<file path="src/rtl/flo_dac_spi.sv">
// flo_dac_spi: captures strobed 16-bit channel words and sends each one
// as a 24-bit {CMD, channel, data} SPI write frame, MSB first, with a
// one-deep holding register and a sticky overrun flag per channel.
module flo_dac_spi #(
  parameter int unsigned CHANNELS = 4,
  parameter int unsigned SCLK_DIV = 2,
  parameter logic [3:0]  CMD      = 4'h3
) (
  input  logic                    S_AXI_ACLK,
  input  logic                    S_AXI_ARESETN,
  input  logic [16*CHANNELS-1:0]  data_i,
  input  logic [CHANNELS-1:0]     stb_i,
  input  logic                    err_clr_i,
  output logic                    sclk_o,
  output logic                    mosi_o,
  output logic                    cs_n_o,
  output logic                    busy_o,
  output logic [CHANNELS-1:0]     err_o
);

  localparam int unsigned FRAME_W = 24;
  localparam int unsigned BIT_W   = 5;
  localparam int unsigned DIV_W   = $clog2(SCLK_DIV) + 1;
  localparam int unsigned GAP_W   = $clog2(2 * SCLK_DIV) + 1;

  typedef enum logic [1:0] {
    ST_IDLE,
    ST_SHIFT,
    ST_GAP
  } state_e;

  state_e                     state_q, state_d;
  logic [FRAME_W-1:0]         sh_q, sh_d;
  logic [DIV_W-1:0]           div_q, div_d;
  logic                       phase_q, phase_d;
  logic [BIT_W-1:0]           bit_q, bit_d;
  logic [GAP_W-1:0]           gap_q, gap_d;
  logic                       sclk_q, sclk_d;
  logic                       cs_n_q, cs_n_d;
  logic                       busy_q, busy_d;
  logic [CHANNELS-1:0]        pend_q, pend_d;
  logic [CHANNELS-1:0]        err_q, err_d;
  logic [CHANNELS-1:0][15:0]  hold_q, hold_d;

  logic                       any_pend_c;
  logic                       take_c;
  logic [3:0]                 sel_c;
  logic [15:0]                word_c;
  logic [CHANNELS-1:0]        consume_c;

  // Fixed-priority arbiter: lowest pending channel wins.
  always_comb begin
    any_pend_c = |pend_q;
    sel_c      = '0;
    word_c     = '0;
    for (int i = CHANNELS - 1; i >= 0; i--) begin
      if (pend_q[i]) begin
        sel_c  = 4'(i);
        word_c = hold_q[i];
      end
    end
    take_c = (state_q == ST_IDLE) && any_pend_c;
  end

  // Holding registers, pending flags and sticky overrun flags; a strobe in
  // the consume cycle refills the slot since the frame takes the old word.
  always_comb begin
    pend_d    = pend_q;
    hold_d    = hold_q;
    consume_c = '0;
    err_d     = err_clr_i ? '0 : err_q;
    for (int i = 0; i < CHANNELS; i++) begin
      consume_c[i] = take_c && (sel_c == 4'(i));
      if (stb_i[i]) begin
        hold_d[i] = data_i[16*i +: 16];
        pend_d[i] = 1'b1;
        if (pend_q[i] && !consume_c[i]) begin
          err_d[i] = 1'b1;
        end
      end else if (consume_c[i]) begin
        pend_d[i] = 1'b0;
      end
    end
  end

  // Frame FSM: select in IDLE, 24 bits of 2*SCLK_DIV cycles, then CS gap.
  always_comb begin
    state_d = state_q;
    sh_d    = sh_q;
    div_d   = div_q;
    phase_d = phase_q;
    bit_d   = bit_q;
    gap_d   = gap_q;
    sclk_d  = sclk_q;
    cs_n_d  = cs_n_q;
    case (state_q)
      ST_IDLE: begin
        if (any_pend_c) begin
          state_d = ST_SHIFT;
          sh_d    = {CMD, sel_c, word_c};
          div_d   = '0;
          phase_d = 1'b0;
          bit_d   = '0;
          sclk_d  = 1'b0;
          cs_n_d  = 1'b0;
        end
      end
      ST_SHIFT: begin
        if (div_q == DIV_W'(SCLK_DIV - 1)) begin
          div_d = '0;
          if (!phase_q) begin
            phase_d = 1'b1;
            sclk_d  = 1'b1;
          end else begin
            phase_d = 1'b0;
            sclk_d  = 1'b0;
            if (bit_q == BIT_W'(FRAME_W - 1)) begin
              state_d = ST_GAP;
              sh_d    = '0;
              cs_n_d  = 1'b1;
              gap_d   = '0;
            end else begin
              bit_d = bit_q + BIT_W'(1);
              sh_d  = {sh_q[FRAME_W-2:0], 1'b0};
            end
          end
        end else begin
          div_d = div_q + DIV_W'(1);
        end
      end
      ST_GAP: begin
        if (gap_q == GAP_W'(2 * SCLK_DIV - 1)) begin
          state_d = ST_IDLE;
        end else begin
          gap_d = gap_q + GAP_W'(1);
        end
      end
      default: state_d = ST_IDLE;
    endcase
    // Busy also covers the first IDLE cycle after the gap.
    busy_d = (|pend_d) || (state_q != ST_IDLE) || (state_d != ST_IDLE);
  end

  // FSM and shifter registers.
  always_ff @(posedge S_AXI_ACLK or negedge S_AXI_ARESETN) begin
    if (!S_AXI_ARESETN) begin
      state_q <= ST_IDLE;
      sh_q    <= '0;
      div_q   <= '0;
      phase_q <= 1'b0;
      bit_q   <= '0;
      gap_q   <= '0;
      sclk_q  <= 1'b0;
      cs_n_q  <= 1'b1;
      busy_q  <= 1'b0;
    end else begin
      state_q <= state_d;
      sh_q    <= sh_d;
      div_q   <= div_d;
      phase_q <= phase_d;
      bit_q   <= bit_d;
      gap_q   <= gap_d;
      sclk_q  <= sclk_d;
      cs_n_q  <= cs_n_d;
      busy_q  <= busy_d;
    end
  end

  // Per-channel holding, pending and error registers.
  always_ff @(posedge S_AXI_ACLK or negedge S_AXI_ARESETN) begin
    if (!S_AXI_ARESETN) begin
      pend_q <= '0;
      err_q  <= '0;
      hold_q <= '0;
    end else begin
      pend_q <= pend_d;
      err_q  <= err_d;
      hold_q <= hold_d;
    end
  end

  assign sclk_o = sclk_q;
  assign mosi_o = sh_q[FRAME_W-1];
  assign cs_n_o = cs_n_q;
  assign busy_o = busy_q;
  assign err_o  = err_q;

endmodule

</file>
<file path="config.mk">
export PLATFORM = sky130hd
export DESIGN_NAME = flo_dac_spi
export DESIGN_NICKNAME = d
export VERILOG_FILES = /design/src/rtl/flo_dac_spi.sv
export SDC_FILE = /design/constraint.sdc
export NUM_CORES = 1
export LEC_CHECK = 0
export CAP_MARGIN = 20
export CORE_MARGIN = 2
export CORE_UTILIZATION = 57
export DETAILED_ROUTE_END_ITERATION = 8
export GPL_TIMING_DRIVEN = 0
export PLACE_DENSITY_LB_ADDON = 0.15
export SLEW_MARGIN = 20
export SYNTH_ARGS = -nofsm -noshare
export SYNTH_HDL_FRONTEND = slang
export SYNTH_SLANG_ARGS = --single-unit
export TNS_END_PERCENT = 30
</file>
<file path="constraint.sdc">
create_clock -name S_AXI_ACLK -period 2.7 [get_ports S_AXI_ACLK]
set_clock_uncertainty 0.15 [all_clocks]
set_input_delay 0.27 -clock S_AXI_ACLK [delete_from_list [all_inputs] [get_ports S_AXI_ACLK]]
set_output_delay 0.27 -clock S_AXI_ACLK [all_outputs]
set_load 0.01 [all_outputs]
</file>
# After elaboration in Yosys (flattened, before gate mapping)
# Index checks and enable logic that the tools add are counted.
# totals
register_bits,111
wordCells,117
# classes
addsub,3
n_eq_ne,14
n_mux,57
reduce_logical,29
# ops
op,n
24-bit 2-to-1 mux,4
16-bit 2-to-1 mux,4
24-bit one-hot mux with 2 select lines,1
1-bit 2-to-1 mux,22
5-bit 2-to-1 mux,4
2-bit 2-to-1 mux,9
5-bit AND reduction,3
3-bit 2-to-1 mux,4
4-bit 2-to-1 mux,3
"2-bit inequality test, second input constant",6
5-bit one-hot mux with 2 select lines,1
1-bit logical AND,9
"4-bit by 2-bit equality test with 1-bit output, second input constant",2
2-bit nonzero test,4
4-bit OR reduction,2
2-bit one-hot mux with 3 select lines,1
3-bit one-hot mux with 2 select lines,1
"5-bit by 1-bit adder with 5-bit output, second input constant",1
"5-bit equality test, second input constant",1
"2-bit by 1-bit equality test with 1-bit output, second input constant",2
"4-bit by 1-bit equality test with 1-bit output, second input constant",1
1-bit logical NOT,4
4-bit logical NOT,1
1-bit one-hot mux with 2 select lines,2
10 further kinds,11

# Longest topological paths before layout
# logic_depth
ltp_word,11
ltp_mapped,7

# Worst setup path before layout
# No wires, ideal clock.
# synth_path
kind,reg-to-reg
from,reg gap_q[0]
to,reg gap_q[1]
setup_ns,0.146
arrival_ns,1.449
required_time_ns,2.404
setup_slack_ns,0.956
path_stages_with_launch,6
path_buffers,0
period_less_slack_ns,1.744
path_cell_list,dfrtp_1 ha_1 ha_1 or3b_2 o31ai_1 o22ai_1
# synth_between
elab_chain_len,3
elab_cells_between_ends,6
cone_classes,add/sub (1); eq/ne (2); mux (2); reduce/logical (1)
# synth_rtl
item,line,rtl
start: declaration,37,"logic [GAP_W-1:0] gap_q, gap_d;"
start signal: assignment,162,gap_q <= gap_d;
3-bit by 1-bit adder with 3-bit output / 3-bit by 2-bit equality test with 1-bit output (equally long branches),"135, 132",
3-bit 2-to-1 mux / 2-bit inequality test (equally long branches),n/a,
3-bit one-hot mux with 2 select lines / 5-bit AND reduction (equally long branches),n/a,
# Parallel ways exist; a longest one is shown, timed or not. The select of a mux whose other input is x is not followed.
# A chain may end at the register's enable or synchronous reset.

# Worst setup path after layout
# layout_path
from,reg bit_q[0]
to,reg sh_q[6]
# layout_between
elab_chain_len,5
# layout_rtl
item,line,rtl
start: declaration,36,"logic [BIT_W-1:0] bit_q, bit_d;"
start signal: assignment,161,bit_q <= bit_d;
5-bit equality test,117,if (bit_q == BIT_W'(FRAME_W - 1)) begin
24-bit 2-to-1 mux,117,
24-bit 2-to-1 mux,111,if (!phase_q) begin
24-bit 2-to-1 mux,109,if (div_q == DIV_W'(SCLK_DIV - 1)) begin
24-bit one-hot mux with 2 select lines,96,case (state_q)
end signal: assignment,148,sh_q <= '0;
end signal: assignment,158,sh_q <= sh_d;
end: declaration,33,"logic [FRAME_W-1:0] sh_q, sh_d;"
# No other way between the ends. The select of a mux whose other input is x is not followed.

==> results.json <==
{
  "status": "completed",
  "cts_buffer_depth": 2,
  "min_period_over_period_pct": 80.7,
  "arrival_ps": 2320,
  "intPower_uw": 2400,
  "ant_nets": 0,
  "cp.required_ps": 2840,
  "dominantRegCellSynth": "dfrtp_1",
  "synth_top_area_share_pct": 57.2,
  "synth_cell_types": 53,
  "cp_max_fo": 10,
  "end_kind": "flip-flop",
  "vias": 3453,
  "start_util_pct": 58.6,
  "ctsHtreeMaxLevel": 3,
  "power_leakage_uw": 0.00246,
  "slew_headroom_pct": 56.0,
  "cts_resized": 0,
  "syn_inst": 383,
  "final_cell_area_um2": 5920,
  "area_growth_pct": 23.0,
  "placed_cell_area_um2": 5710,
  "design.die.area_um2": 9200,
  "yosys.area.top_type": "dfrtp_1",
  "place.gp.congestion": 0.811,
  "grt_pass1_wl_mm": 17.1,
  "yosysSeqAreaShare_pct": 57.7,
  "seq_power_share_pct": 58.4,
  "async_reset_ff_share_pct": 100,
  "die_x_um": 95.9,
  "drc": 0,
  "yosys_warnings": 0,
  "core_um2": 8220,
  "fillCellCount": 580,
  "tightest_slew_ps": 660,
  "root_buffer": "clkbuf_8",
  "final_nets": 544,
  "clockPowerShare_pct": 31.8,
  "switching_share_pct": 23.6,
  "drive_gt1_share_pct": 22.9,
  "grt-ovfl-total": 0,
  "power_switching_uw": 744,
  "report.final.slew_viol_count": 0,
  "finalWirelength_mm": 10.6,
  "hold_path.class": "in -> reg",
  "cts_buffers": 9,
  "cts_tree": "yes",
  "grt_use_total_pct": 24.8,
  "synth_edf_count": 0,
  "first_iter_violations": 160,
  "period_minus_slack_ps": 2180,
  "final_common_cell": "dfrtp_1",
  "grt_pass1_vias": 3470,
  "peakVddDrop_v": 0.000373,
  "netlist_area_um2": 4810,
  "antennaDiodeCount": 0,
  "finalHoldViolCount": 0,
  "vias_per_cell": 5.95,
  "die_h_um": 95.9,
  "ys_top_cells_by_area": "dfrtp_1 57%, mux2_2 15%, a221oi_1 2.9%, a2bb2oi_1 2.7%, o221ai_1 2.7%",
  "fmax_mhz": 459,
  "first_pass_iters": 4,
  "rows": 33,
  "setup_viol": 0,
  "rsz0062_at_grt": "false",
  "pwr_density_cell_nw_per_um2": 532,
  "avgSynthCellArea_um2": 12.6,
  "final_cell_mix": "110 x dfrtp_1, 73 x clkdlybuf4s50_1, 65 x mux2_2, 25 x nor2_1, 22 x a21oi_1",
  "port_buffers": 74,
  "ios": 79,
  "path_class": "reg -> reg",
  "startpoint_type": "flip-flop",
  "clk_pin_slew_ps": 100,
  "power_frac_comb_pct": 9.8,
  "synth_nets": 457,
  "cap_violations": 0,
  "antenna_found_initial": 0,
  "numClockSinks": 111,
  "dp_hpwl_mm": 7.48,
  "synth-seq-cells": 111,
  "insertion_delay_ps": 370,
  "hold_slack_ps": 218,
  "grt_start_max_net_pins": 66,
  "wire_per_inst_um": 18.3
}
sequential cells by signal, indices dropped and copies added (netlist names):
register / flops
div_q: 2
pend_q: 4
state_q: 2
hold_q: 64
sh_q: 24
busy_o: 1
err_o: 4
cs_n_o: 1
gap_q: 3
sclk_o: 1
bit_q: 5
cells by family (layout without fill, tap and decap cells):
logic type      Yosys count  in the layout  share of synthesized area, %
xor+xnor                  2              2                         0.364
simple gates             65             65                          7.25
fa+ha+maj                 3              3                         0.780
compound gates           94             94                          14.4
flops                   111            111                          57.7
buf+inv                  42            134                          4.08
mux                      66             66                          15.4
critical path, stage by stage (launching register included):
cell       delay (ps)
dfrtp_1           420
ha_1              270
and4b_1           240
nor2_1            220
clkbuf_1          470
a2bb2oi_1         120
a21oi_1           200
cell type report:
cell class	count	area (um^2)	area share (%)
Tap cell	105	131	2.22
Clock inverter	7	72.6	1.23
Timing Repair Buffer	76	779	13.2
Sequential cell	111	2780	46.9
Clock buffer	9	124	2.09
Multi-Input combinational cell	230	1840	31.0
Buffer	29	148	2.49
Inverter	13	48.8	0.824
metal layers:
metal	vias to the layer above	track usage (%)	part of all wire, %
met5	-	0	0
li1	1598	-	-
met1	1755	32.3	44
met2	85	41.4	50
met3	15	5.48	4.2
met4	0	7.98	1.8
metrics by stage:
| step | setup TNS, ps | setup WS [ps] | utilization, % | power [uW] | std cells |
|---|---|---|---|---|---|
| 3_5_place_dp | 0 | 580 | 69.5 | 2180 | 563 |
| 3_3_place_gp | -327930 | -2970 | 69.2 | 2160 | 562 |
| 6_report | 0 | 521 | 72.1 | 3150 | 580 |
| 5_1_grt | 0 | 408 | 72.1 | 3280 | 580 |
| 4_1_cts | 0 | 556 | 72.1 | 3170 | 580 |
| 2_1_floorplan | 0 | 956 | - | 1990 | 383 |
final timing paths:
check,startpoint,endpoint,slack [ps],depth (start not counted)
max in group asynchronous,S_AXI_ARESETN,sh_q[14]$_DFFE_PN0P_,1510,3
max,bit_q[0]$_DFFE_PN0P_,sh_q[6]$_DFFE_PN0P_,520,6
min,stb_i[2],hold_q[37]$_DFFE_PN0P_,220,2
max reg2reg,bit_q[0]$_DFFE_PN0P_,sh_q[6]$_DFFE_PN0P_,520,6
min in group asynchronous,S_AXI_ARESETN,bit_q[0]$_DFFE_PN0P_,240,2
min reg2reg,gap_q[0]$_DFFE_PN0P_,gap_q[0]$_DFFE_PN0P_,340,1
timing repair:
| item | CTS | global route |
|---|---|---|
| buffers inserted | 0 | 0 |
| hold buffers | 1 | 0 |
| hold endpoints to repair | 45 | 0 |
| setup endpoints to repair | 0 | 0 |
synthesized netlist by cell type, drive strengths merged (3+ instances only):
| cell type | count |
|---|---|
| dfrtp | 110 |
| mux2 | 65 |
| nor2 | 26 |
| a21oi | 22 |
| buf | 20 |
| a221oi | 16 |
| a2bb2oi | 15 |
| o221ai | 15 |
| inv | 12 |
| nand3 | 11 |
| clkbuf | 9 |
| o21ai | 9 |
| nand2 | 5 |
| o22ai | 4 |
| or2 | 4 |
| ha | 3 |
power by group through the flow:
stage	clock network, uW	registers (uW)	logic [uW]
2_1_floorplan	0	1850	139
3_3_place_gp	0	1870	296
3_5_place_dp	0	1870	311
4_1_cts	1020	1840	314
5_1_grt	1090	1850	336
6_report	1000	1840	308
No activity file was read; power rests on OpenSTA's default activity.
